$ cat src/rtl/dmem_arb_pkg.sv
// dmem_arb_pkg
//   Shared types and defaults for the data-memory arbiter.
//   owner_e            : tag recording which requester owns the read in flight
//   STARVE_LIMIT_DEF   : default number of consecutive conflicts the DMA may
//                        lose before it is given priority
package dmem_arb_pkg;

   typedef enum logic [1:0] {
      OWN_NONE = 2'd0,
      OWN_CPU  = 2'd1,
      OWN_DMA  = 2'd2
   } owner_e;

   localparam int unsigned STARVE_LIMIT_DEF = 4;

endpackage

$ cat src/rtl/dmem_arbiter.sv
// dmem_arbiter
//   Two-requester arbiter for a single-port data memory. The core has
//   priority on conflicts; the DMA/loader wins after losing STARVE_LIMIT
//   conflicts in a row. Reads return one cycle later to the requester that
//   issued them.
//
// Ports
//   clk, rst_n                 clock, asynchronous active-low reset
//   cpu_req/we/addr/wdata      core request (held until cpu_gnt)
//   cpu_gnt, cpu_stall         core issued this cycle / core must freeze
//   cpu_rvalid, cpu_rdata      core read response (rdata 0 when not valid)
//   dma_*                      same set for the DMA/loader requester
//   mem_en/we/addr/wdata       memory strobe and muxed request (0 when idle)
//   mem_rdata                  memory read data, one cycle after a read strobe
module dmem_arbiter
   import dmem_arb_pkg::*;
#(
   parameter int unsigned STARVE_LIMIT = STARVE_LIMIT_DEF
) (
   input  logic        clk,
   input  logic        rst_n,
   input  logic        cpu_req,
   input  logic        cpu_we,
   input  logic [31:0] cpu_addr,
   input  logic [31:0] cpu_wdata,
   output logic        cpu_gnt,
   output logic        cpu_stall,
   output logic        cpu_rvalid,
   output logic [31:0] cpu_rdata,
   input  logic        dma_req,
   input  logic        dma_we,
   input  logic [31:0] dma_addr,
   input  logic [31:0] dma_wdata,
   output logic        dma_gnt,
   output logic        dma_rvalid,
   output logic [31:0] dma_rdata,
   output logic        mem_en,
   output logic        mem_we,
   output logic [31:0] mem_addr,
   output logic [31:0] mem_wdata,
   input  logic [31:0] mem_rdata
);

   localparam int unsigned   CW    = (STARVE_LIMIT < 1) ? 1 : $clog2(STARVE_LIMIT + 1);
   localparam logic [CW-1:0] LIMIT = CW'(STARVE_LIMIT);

   logic [CW-1:0] starve_cnt;
   owner_e        owner_q;
   logic          conflict;
   logic          dma_wins;

   // Grant decision is purely combinational so the access issues in the
   // request cycle.
   always_comb begin
      conflict  = cpu_req & dma_req;
      dma_wins  = conflict & (starve_cnt == LIMIT);
      cpu_gnt   = cpu_req & ~dma_wins;
      dma_gnt   = dma_req & (~cpu_req | dma_wins);
      cpu_stall = cpu_req & ~cpu_gnt;
   end

   always_comb begin
      mem_en    = cpu_gnt | dma_gnt;
      mem_we    = 1'b0;
      mem_addr  = '0;
      mem_wdata = '0;
      if (cpu_gnt) begin
         mem_we    = cpu_we;
         mem_addr  = cpu_addr;
         mem_wdata = cpu_wdata;
      end else if (dma_gnt) begin
         mem_we    = dma_we;
         mem_addr  = dma_addr;
         mem_wdata = dma_wdata;
      end
   end

   // A conflict lost by the DMA only happens while starve_cnt < LIMIT, so the
   // increment can never pass the limit.
   always_ff @(posedge clk or negedge rst_n) begin
      if (!rst_n) begin
         starve_cnt <= '0;
      end else if (dma_gnt) begin
         starve_cnt <= '0;
      end else if (conflict && (starve_cnt < LIMIT)) begin
         starve_cnt <= starve_cnt + CW'(1);
      end
   end

   // Owner tag for the read in flight; cleared by reset so a pending response
   // is dropped.
   always_ff @(posedge clk or negedge rst_n) begin
      if (!rst_n) begin
         owner_q <= OWN_NONE;
      end else if (cpu_gnt && !cpu_we) begin
         owner_q <= OWN_CPU;
      end else if (dma_gnt && !dma_we) begin
         owner_q <= OWN_DMA;
      end else begin
         owner_q <= OWN_NONE;
      end
   end

   always_comb begin
      cpu_rvalid = (owner_q == OWN_CPU);
      dma_rvalid = (owner_q == OWN_DMA);
      cpu_rdata  = cpu_rvalid ? mem_rdata : '0;
      dma_rdata  = dma_rvalid ? mem_rdata : '0;
   end

endmodule

$ cat config.mk
export PLATFORM = sky130hd
export DESIGN_NAME = dmem_arbiter
export DESIGN_NICKNAME = d
export VERILOG_FILES = /design/src/rtl/dmem_arb_pkg.sv /design/src/rtl/dmem_arbiter.sv
export SDC_FILE = /design/constraint.sdc
export NUM_CORES = 1
export LEC_CHECK = 0
export BUFFER_PORTS_ARGS = -buffer_cell sky130_fd_sc_hd__buf_4
export CAP_MARGIN = 20
export CORE_AREA = 2 2 116 118
export DETAILED_ROUTE_END_ITERATION = 16
export DIE_AREA = 0 0 118 120
export GPL_TIMING_DRIVEN = 0
export SLEW_MARGIN = 20
export SYNTH_ARGS = -nofsm -noshare
export SYNTH_HDL_FRONTEND = slang
export SYNTH_SLANG_ARGS = --single-unit
$ cat constraint.sdc
create_clock -name clk -period 1.9 [get_ports clk]
set_input_delay 0.19 -clock clk [delete_from_list [all_inputs] [get_ports clk]]
set_output_delay 0.19 -clock clk [all_outputs]
set_load 0.01 [all_outputs]
# Yosys cells after proc, flatten, opt, wreduce, memory -nomap -nowiden
# Cells that the tools add are included.
dict set report word_totals {
  elab_cells 35
  register_bits 5
}
dict set report op_classes {
  magnitude_cmp 1
  n_eq_ne 3
  n_addsub 1
  bitwise_logic 10
  n_mux 12
  reduce_logical 6
}
# cell n
set op_table {}
lappend op_table {{$mux 32} 6}
lappend op_table {{$mux 3} 2}
lappend op_table {{$and 1x1->1} 5}
lappend op_table {{$mux 2} 2}
lappend op_table {{$add 3x1->3 const B} 1}
lappend op_table {{$eq 3x3->1 const B} 1}
lappend op_table {{$logic_and 1x1->1} 3}
lappend op_table {{$lt 3x3->1 const B} 1}
lappend op_table {{$not 1->1} 3}
lappend op_table {{$eq 2x1->1 const B} 1}
lappend op_table {{$eq 2x2->1 const B} 1}
lappend op_table {{$logic_not 1->1} 2}
lappend op_table {{$mux 1} 2}
lappend op_table {{$or 1x1->1} 2}
lappend op_table {{$reduce_bool 2->1} 1}

# Longest topological paths before layout
# Gate-level depths: netlist of the first run.
dict set report depth {
  depth_word 7
  ltp_mapped 7
  depth_no_buf 4
}

# Worst setup path after synthesis of the first run
# Ideal clock, no wire load.
dict set report synth_timing {
  path_type {flip-flop to output port}
  startpoint {register starve_cnt[0]}
  endpoint {output port mem_addr[0]}
  path_slack_ns 0.342
  arrival_ns 1.368
  path_stages_with_launch 8
  cell_sequence {dfrtp_1 -> inv_1 -> ha_1 -> and3_1 -> buf_2 -> buf_6 -> buf_6 -> o22ai_2}
}
dict set report synth_between {
  elab_chain_len 6
  word_cells_on_any_way 8
}
# element line_no
set synth_lines {}
lappend synth_lines {{start: declaration} dmem_arbiter.sv:47} ;# logic [CW-1:0] starve_cnt;
lappend synth_lines {{start signal: assignment} dmem_arbiter.sv:86} ;# starve_cnt <= starve_cnt + CW'(1);
lappend synth_lines {{$eq 3x3->1 (*)} dmem_arbiter.sv:56} ;# dma_wins = conflict & (starve_cnt == LIMIT);
lappend synth_lines {{$and 1x1->1 (*)} dmem_arbiter.sv:56}
lappend synth_lines {{$or 1x1->1} dmem_arbiter.sv:58} ;# dma_gnt = dma_req & (~cpu_req | dma_wins);
lappend synth_lines {{$and 1x1->1} dmem_arbiter.sv:58}
lappend synth_lines {{$mux 32} dmem_arbiter.sv:71} ;# end else if (dma_gnt) begin
lappend synth_lines {{$mux 32 (*)} dmem_arbiter.sv:67} ;# if (cpu_gnt) begin
lappend synth_lines {{end: declaration} dmem_arbiter.sv:39} ;# output logic [31:0] mem_addr,
# Every way passes the cells marked *; elsewhere a longest branch is shown, timed or not.

# Worst setup path after layout of the first run
dict set report layout_timing {
  startpoint {register starve_cnt[0]}
  endpoint {output port mem_wdata[26]}
}
dict set report layout_between {
  elab_chain_len 6
  word_cells_on_any_way 8
}
# element line_no
set layout_lines {}
lappend layout_lines {{$eq 3x3->1 (*)} dmem_arbiter.sv:56}
lappend layout_lines {{$and 1x1->1 (*)} dmem_arbiter.sv:56}
lappend layout_lines {{$or 1x1->1} dmem_arbiter.sv:58}
lappend layout_lines {{$and 1x1->1} dmem_arbiter.sv:58}
lappend layout_lines {{$mux 32} dmem_arbiter.sv:71}
lappend layout_lines {{$mux 32 (*)} dmem_arbiter.sv:67}
lappend layout_lines {{end: declaration} dmem_arbiter.sv:40} ;# output logic [31:0] mem_wdata,
# Marked as above.

==> metrics.csv, run 1 <==
stage,metric,value,unit
run_status,status,completed,
timing,layout_setup_ws,70.1,ps
clock_tree,htreeDepth,1,
die,die_area,14200,sq um
worst_setup_path,crit_fanout,10,
hold_path,min_from,dma_we,
layout,nNetsFinal,799,
worst_setup_path,r2r_slack,600,ps
worst_setup_path,cp_common_cell,buf_12,
synthesis,synth_edf_count,0,
clock_tree,clock_latency,220,ps
layout,final_util,0.357,
worst_setup_path,crit_required,1710,ps
synthesis,syn_inst,325,
detailed_routing,vias,3401,
global_routing,grt_max_degree,11,
clock_tree,cts_max_path_buffers,2,
detailed_routing,wl,11.1,mm
global_routing,grt_pass1_wl,16.6,mm
worst_setup_path,slowest_stage,dfrtp_1,
timing,setup_violations,0,
clock_tree,cts_tree,built,
die,initial_core_util,0.152,
worst_setup_path,path_class,reg2out,
detailed_routing,ant_nets,0,
detailed_routing,drt_pass1_iterations,4,
worst_setup_path,rr_startpoint,starve_cnt[0],
worst_setup_path,startpoint,starve_cnt[0],
synthesis,synth_top_family_by_area,simple AND/OR/NAND/NOR gates,
pwr,p_per_area,462,nW/um^2
synthesis,netlist_area,1970,sq um
synthesis,synth_async_sr_flop_share,1.00,
timing,clock_skew,1.57,ps
detailed_routing,drc,0,
layout,syn_to_final_growth,135,%
die,dieHeight,120,um
placed_design,placed_cell_area,4440,sq um
die,rows,42,
synthesis,synth.area.top_cells,"nand2_1, and2_1, o22ai_2, o22ai_1, dfrtp_1",
synthesis,synth_cell_types,26,
global_routing,antenna_found_initial,0,
worst_setup_path,start_kind,register,
detailed_routing,drt_iter0_markers,127,
worst_setup_path,path_cells,inv_2 > ha_4 > and3_4 > buf_12 > buf_12 > o22ai_2 > buf_4,
placed_design,dp_hpwl,9.18,mm
hold_path,hp-class,in2reg,
clock_tree,cts_buffers,3,
global_routing,grt.overflow.total,0,
timing,worstMarginPinSlew,568,ps
clock_tree,clkTransAtPathRegs,30,ps
timing,slew_headroom,0.622,
synthesis,synth-compound-area-share,0.318,
layout,seqCellArea,125,sq um
timing,fin_crit_sh,0.963,
detailed_routing,via_per_inst,4.22,
worst_setup_path,crit_path_max_incr_delay,380,ps
timing,fmax,546,MHz
worst_setup_path,endpoint_kind,output pin,
timing,hold_violations,0,
synthesis,ys.flop_type,dfrtp_1,
timing,period_needed,1830,ps
layout,layout-drive-gt1-share,0.573,
global_routing,grt_usage,0.145,
synthesis,synth_area_leader_cell,nand2_1,
layout,fillers,1421,
synthesis,synthAdderAreaFrac,0.0127,
job,maxCapViolations,0,
synthesis,synth-simple-area-share,0.498,
placed_design,gp_congestion,0.781,
synthesis,ys_warn_count,0,
timing,rsz0062_at_grt,no,
synthesis,syn_avg_cell_area,6.07,sq um
die,die_w,118,um
pwr,leakage,2.47,nW
clock_tree,clock_sinks,5,
synthesis,yosysSeqAreaShare,0.0634,
pwr,peakVddDrop,0.243,mV
detailed_routing,routedWlPerCell,13.8,um
placed_design,portBuffers,299,
layout,multiInputGateArea,1680,sq um
worst_setup_path,cp.arrival,1640,ps
clock_tree,cts-root-buf,clkbuf_16,
layout,final_area,4640,sq um
synthesis,yosysMostFrequentCell,nand2_1,
synthesis,ys_ff_latch,5,
timing,report.final.slew_viol_count,0,
die,core,13000,sq um
synthesis,synth.area.mux_share,0,
synthesis,synth-xor-area-share,0,
global_routing,grt_pass1_vias,3234,
synthesis,syn_nets,493,
layout,antennaDiodeCount,0,
die,io_pins,301,
synthesis,synthTopCellsByCount,"nand2_1, and2_1, o22ai_1, o22ai_2, clkbuf_1",
placed_design,post-place-ws,-75.1,ps
synthesis,yosysTopAreaCellShare,0.249,
## per-layer routing
| layer | track usage | vias up | wire, um |
|---|---|---|---|
| met2 | 0.269 | 181 | 5730 |
| met4 | 0.0286 | 0 | 121 |
| met5 | 0 | - | 0 |
| li1 | - | 1703 | - |
| met3 | 0.0409 | 8 | 953 |
| met1 | 0.165 | 1509 | 4290 |
## final cells by class
type	count	area share
well taps	176	0.0475
multi-input cells	279	0.362
inverters	4	0.00324
flip-flops and latches	5	0.0270
plain buffers	36	0.0542
repair buffers	302	0.489
clock buffers	4	0.0170
## power by group
| part | switching, W | leakage, nW | internal (W) |
|---|---|---|---|
| clock network | 0.0000632 | 0.0382 | 0.000278 |
| logic | 0.000739 | 2.37 | 0.000884 |
| registers | 0.0000420 | 0.0650 | 0.000139 |
## per-stage QoR
step	std cells	TNS [ps]	total power, W	hold slack, ps
6_report	806	0	0.00214	131
5_1_grt	806	0	0.00230	135
4_1_cts	806	0	0.00213	130
3_5_place_dp	800	-1670	0.00168	-3.73
3_3_place_gp	800	-2200	0.00168	-1.59
2_1_floorplan	325	0	0.000885	-106
## registers in the layout, indices dropped and copies added (netlist names)
register and flops:
owner_q 2, starve_cnt 3
## critical path: cells and delay by family (launching register included)
family,cells,cell delay (ps)
buffers and inverters,4,530
adders and majority gates,1,170
and+or+nand+nor,1,220
DFF,1,380
AOI/OAI and AO/OA,1,90
## cells in the final DEF (no fill, tap or decap), drive strengths merged, types with 2 or more instances in the layout
| cell | netlist | final |
|---|---|---|
| buf | 15 | 314 |
| nand2 | 131 | 131 |
| o22ai | 65 | 65 |
| and2 | 64 | 64 |
| clkbuf | 22 | 27 |
| dfrtp | 5 | 5 |
| inv | 4 | 4 |
| nor2b | 3 | 3 |
| ha | 2 | 2 |
## worst paths after layout
| check | cells after the start | endpoint |
|---|---|---|
| worst max-delay path | 7 | mem_wdata[26] |
| worst min-delay path | 2 | owner_q[1] |
| worst max register to register | 5 | owner_q[0] |
| worst min register to register | 2 | starve_cnt[0] |
| max in group asynchronous | 2 | starve_cnt[0] |
| min in group asynchronous | 2 | starve_cnt[2] |
## logic make-up (layout without fill, tap and decap cells)
group           count (synthesis)  after routing
compound gates                 69             69
fa+ha+maj                       2              2
buf+inv                        41            346
simple gates                  208            208
flops                           5              5
## repair_timing
action | in CTS | in global routing
hold endpoints to repair | 5 | 0
endpoints found under the setup margin | 66 | 61
resized for setup | 18 | 13
hold buffers | 1 | 0
pin swaps | 1 | 1
setup buffers | 2 | 0
Note: power is estimated with default switching activity, not from simulation.
==> run 2: changes to the inputs <==
REMOVE_ABC_BUFFERS = 1   (was default)
==> run 2 against run 1 <==
Net effect:
- worst hold slack got worse by 4.3 ps
- sequential cell count unchanged
- register-to-register slack got worse by 20 ps
- sequential power decreased by 3%
- die area unchanged
- routed wire length increased by 1.2%
- clock skew decreased by 1.0 ps
- critical endpoint is now mem_addr[16]
- largest power group unchanged
- non-clock buffer count decreased by 15
- final cell count decreased by 1.9%
- via count decreased by 1.3%
- combinational power increased by 9%
- clock-buffer cell count unchanged
==> metrics.csv, run 2 (synthesized netlist as in run 1, its figures left out) <==
stage,metric,value,unit
layout,final_cell_mix,"buf_4, nand2_1, and2_1",
die,rows,42,
pwr,power.total,0.00230,W
timing,worstMarginPinSlew,537,ps
timing,report.final.slew_viol_count,0,
detailed_routing,ant_nets,0,
worst_setup_path,endpoint_kind,output pin,
timing,layout_setup_ws,49.7,ps
detailed_routing,drc,0,
detailed_routing,via_per_inst,4.25,
layout,nNetsFinal,784,
job,maxCapViolations,0,
detailed_routing,drt_pass1_iterations,4,
global_routing,antenna_found_initial,0,
worst_setup_path,crit_path_max_incr_delay,360,ps
global_routing,grt_usage,0.147,
worst_setup_path,crit_fanout,5,
clock_tree,cts_buffers,3,
timing,period_needed,1850,ps
worst_setup_path,cp.arrival,1660,ps
worst_setup_path,startpoint,starve_cnt[1],
layout,fillers,1404,
clock_tree,clock_sinks,5,
worst_setup_path,path_class,reg2out,
layout,final_common_cell,buf_4,
hold_path,hp-class,in2reg,
pwr,p_per_area,484,nW/um^2
run_status,status,completed,
clock_tree,cts_tree,built,
timing,rsz0062_at_grt,yes,
clock_tree,clkTransAtPathRegs,30,ps
layout,regMostFlops,starve_cnt,
die,dieHeight,120,um
pwr,peakVddDrop,0.207,mV
clock_tree,cts_max_path_buffers,2,
layout,syn_to_final_growth,141,%
die,core,13000,sq um
layout,instances_no_fill,791,
timing,setup_violations,0,
pwr,leakage,2.53,nW
die,io_pins,301,
detailed_routing,vias,3358,
timing,fin_crit_sh,0.974,
placed_design,post-place-ws,-412,ps
global_routing,grt_pass1_vias,3260,
detailed_routing,wl,11.2,mm
global_routing,grt.overflow.total,0,
detailed_routing,routedWlPerCell,14.2,um
placed_design,gp_congestion,0.706,
timing,hold_violations,0,
worst_setup_path,start_kind,register,
clock_tree,clock_latency,230,ps
clock_tree,htreeDepth,1,
layout,layout-drive-gt1-share,0.598,
worst_setup_path,path_cells,inv_2 > ha_4 > a21boi_4 > clkbuf_16 > buf_8 > buf_6 > o22ai_1 > buf_4,
layout,antennaDiodeCount,0,
global_routing,grt_max_degree,75,
layout,largestRegisters,"starve_cnt x3, owner_q x2",
hold_path,min_from,cpu_we,
die,initial_core_util,0.152,
timing,fmax,540,MHz
placed_design,portBuffers,300,
clock_tree,cts-root-buf,clkbuf_16,
die,die_area,14200,sq um
placed_design,place_inst,770,
layout,final_util,0.367,
worst_setup_path,rr_startpoint,starve_cnt[1],
placed_design,dp_hpwl,8.45,mm
timing,clock_skew,0.529,ps
timing,whs,127,ps
detailed_routing,drt_iter0_markers,100,
layout,largest_reg_flops,3,
global_routing,grt_pass1_wl,17.1,mm
worst_setup_path,slowest_stage,dfrtp_1,
timing,slew_headroom,0.642,
die,die_w,118,um
worst_setup_path,crit_required,1710,ps
-- run 2: per-layer routing --
metal  share of wire  vias to the layer above  routed length (um)  track usage
li1                -                     1670                   -            -
met1            0.39                     1503                4340        0.168
met2            0.52                      181                5850        0.282
met3           0.088                        4                 987       0.0361
met4          0.0039                        0                  44       0.0158
met5               0                        -                   0            0
-- run 2: final timing paths --
path	endpoint	slack (ps)	cells past startpoint
hold reg to reg	starve_cnt[1]	650	2
setup reg to reg	owner_q[0]	580	5
setup / recovery	mem_addr[16]	50	8
hold / removal	owner_q[0]	130	2
max in group asynchronous	starve_cnt[0]	1490	2
min in group asynchronous	starve_cnt[2]	310	2
-- run 2: timing repair --
action	4_1_cts	5_1_grt
resized for setup	10	15
hold buffers	1	0
setup buffers	12	1
endpoints found under the hold margin	5	0
cloned	3	0
pin swaps	1	2
endpoints found under the setup margin	66	30
-- run 2: cell type report --
type	instances	area (sq um)	share of cell area
flip-flops and latches	5	125	0.0263
inverters	4	15.0	0.00315
repair buffers	323	2620	0.550
multi-input cells	279	1700	0.357
clock buffers	4	78.8	0.0166
well taps	176	220	0.0462
-- run 2: through the flow --
| stage | cell area, sq um | setup TNS [ps] |
|---|---|---|
| finish | 4760 | 0 |
| floorplan | 1780 | -159120 |
| detailed placement | 4410 | -17070 |
| CTS | 4700 | -0.607 |
| global route | 4760 | -30.0 |
| global placement | 4250 | -322170 |
-- run 2: power by group --
part / switching, W / internal, W / total [W]
Clock: 0.0000746 / 0.000279 / 0.000353
Sequential: 0.0000376 / 0.000139 / 0.000176
Combinational: 0.000777 / 0.000997 / 0.00177
Total: 0.000889 / 0.00141 / 0.00230
-- run 2: worst max-delay path: cells and delay by family (launching register included) --
| kind | cells | cell delay (ps) |
|---|---|---|
| flip-flops | 1 | 360 |
| adder cells (fa/ha/maj) | 1 | 180 |
| AO/OA/AOI/OAI | 2 | 270 |
| buffers and inverters | 5 | 620 |
==> run 3: changes to the inputs <==
CTS_BUF_LIST = sky130_fd_sc_hd__clkbuf_8   (was default)
SETUP_SLACK_MARGIN = 0.2   (was default)
==> run 3 against run 2 <==
Net effect:
- cell area grew 4.4%
- total power grew 7.3%
- worst hold slack gained 7.8 ps
- global-route usage grew 0.26 points
- core utilization grew 1.6 points
- die area is the same
- clock power shrank 45%
- via count grew 1.6%
==> metrics.csv, run 3 (synthesized netlist as in run 1, its figures left out) <==
stage,metric,value,unit
global_routing,grt.overflow.total,0,
clock_tree,htreeDepth,1,
timing,period_needed,1850,ps
layout,fillers,1379,
worst_setup_path,crit_fanout,2,
placed_design,gp_congestion,0.706,
worst_setup_path,cp.buffers_inverters,12,
placed_design,placed_cell_area,4410,sq um
layout,final_cell_mix,"buf_4, nand2_1, and2_1",
die,rows,42,
layout,syn_to_final_growth,152,%
timing,setup_violations,0,
layout,nNetsFinal,799,
detailed_routing,drt_pass1_iterations,4,
worst_setup_path,endpoint_kind,register,
global_routing,grt_pass1_wl,17.5,mm
timing,worstMarginPinSlew,548,ps
clock_tree,cts_buffers,3,
clock_tree,cts-root-buf,clkbuf_8,
clock_tree,clkTransAtPathRegs,40,ps
detailed_routing,via_per_inst,4.23,
detailed_routing,vias,3413,
global_routing,grt_pass1_vias,3324,
worst_setup_path,cp_common_cell,buf_4,
layout,largestRegisters,"starve_cnt x3, owner_q x2",
worst_setup_path,start_kind,register,
placed_design,dp_hpwl,8.45,mm
die,initial_core_util,0.152,
timing,clock_skew,0.620,ps
layout,final_common_cell,buf_4,
timing,layout_setup_ws,48.3,ps
global_routing,grt_max_degree,75,
layout,layout-drive-gt1-share,0.616,
layout,largest_reg_flops,3,
placed_design,post-place-ws,-412,ps
timing,slew_headroom,0.635,
worst_setup_path,path_cells,inv_2 > buf_4 > buf_6 > buf_4 > buf_6 > buf_4 > buf_4 > buf_6 > buf_4 > buf_4 > buf_4 > buf_6 > a2bb2oi_2,
die,io_pins,301,
worst_setup_path,slowest_stage,dfrtp_1,
clock_tree,cts_tree,built,
pwr,p_per_area,497,nW/um^2
placed_design,place_inst,770,
hold_path,hp-class,in2reg,
clock_tree,clock_sinks,5,
run_status,status,completed,
placed_design,portBuffers,300,
detailed_routing,wl,11.6,mm
worst_setup_path,crit_family,buffers and inverters,
worst_setup_path,crit_required,2050,ps
detailed_routing,routedWlPerCell,14.4,um
pwr,power.total,0.00247,W
die,die_w,118,um
worst_setup_path,path_class,reg2reg,
timing,finalSetupTns,0,ps
layout,final_area,4970,sq um
layout,instances_no_fill,806,
timing,report.final.slew_viol_count,0,
pwr,peakVddDrop,0.255,mV
global_routing,antenna_found_initial,0,
detailed_routing,drt_iter0_markers,80,
layout,antennaDiodeCount,0,
timing,fmax,540,MHz
job,maxCapViolations,0,
detailed_routing,drc,0,
worst_setup_path,cp.arrival,2000,ps
pwr,leakage,2.63,nW
die,die_area,14200,sq um
timing,rsz0062_at_grt,yes,
detailed_routing,ant_nets,0,
clock_tree,clock_latency,220,ps
die,core,13000,sq um
timing,fin_crit_sh,0.975,
die,dieHeight,120,um
global_routing,grt_usage,0.149,
layout,regMostFlops,starve_cnt,
worst_setup_path,crit_path_max_incr_delay,360,ps
clock_tree,cts_max_path_buffers,2,
timing,hold_violations,0,
[run 3: power by group]
group | total, W | internal (W) | switching (W)
Sequential | 0.000179 | 0.000139 | 0.0000399
Combinational | 0.00210 | 0.00124 | 0.000863
Clock | 0.000194 | 0.000139 | 0.0000548
Total | 0.00247 | 0.00151 | 0.000957
[run 3: worst paths after layout]
kind / startpoint / to / slack, ps / cells past startpoint
setup / recovery: starve_cnt[0] / starve_cnt[0] / 50 / 13
hold / removal: cpu_we / owner_q[0] / 130 / 2
setup reg to reg: starve_cnt[0] / starve_cnt[0] / 50 / 13
hold reg to reg: starve_cnt[1] / starve_cnt[1] / 650 / 2
max in group asynchronous: rst_n / owner_q[0] / 1480 / 2
min in group asynchronous: rst_n / starve_cnt[1] / 310 / 2
[run 3: area by class of cell]
cell class / count / area [sq um] / area share
clock buffer: 3 / 41.3 / 0.00830
clock inverter: 1 / 3.75 / 0.000755
inverter: 4 / 15.0 / 0.00302
sequential: 5 / 125 / 0.0252
tap: 176 / 220 / 0.0443
multi-input combinational: 279 / 1750 / 0.352
timing repair buffer: 338 / 2820 / 0.566
[run 3: repair_timing]
item                                    CTS  global route
hold buffers                              1             0
gates resized for setup                  28            20
pin swaps                                 3             3
setup buffers                            24             3
hold endpoints to repair                  5             0
gates cloned                              4             0
endpoints found under the setup margin   67            95
[run 3: per-layer routing]
| layer | global-route usage | vias up | part of all wire |
|---|---|---|---|
| li1 | - | 1700 | - |
| met5 | 0 | - | 0 |
| met3 | 0.0352 | 4 | 0.086 |
| met4 | 0.00904 | 0 | 0.0020 |
| met1 | 0.170 | 1531 | 0.38 |
| met2 | 0.293 | 178 | 0.53 |
[run 3: stage by stage]
step / hold slack, ps / util
CTS: 133 / 0.375
finish: 134 / 0.383
floorplan: -106 / -
global placement: -3.56 / 0.327
detailed placement: -3.09 / 0.340
global route: 136 / 0.383
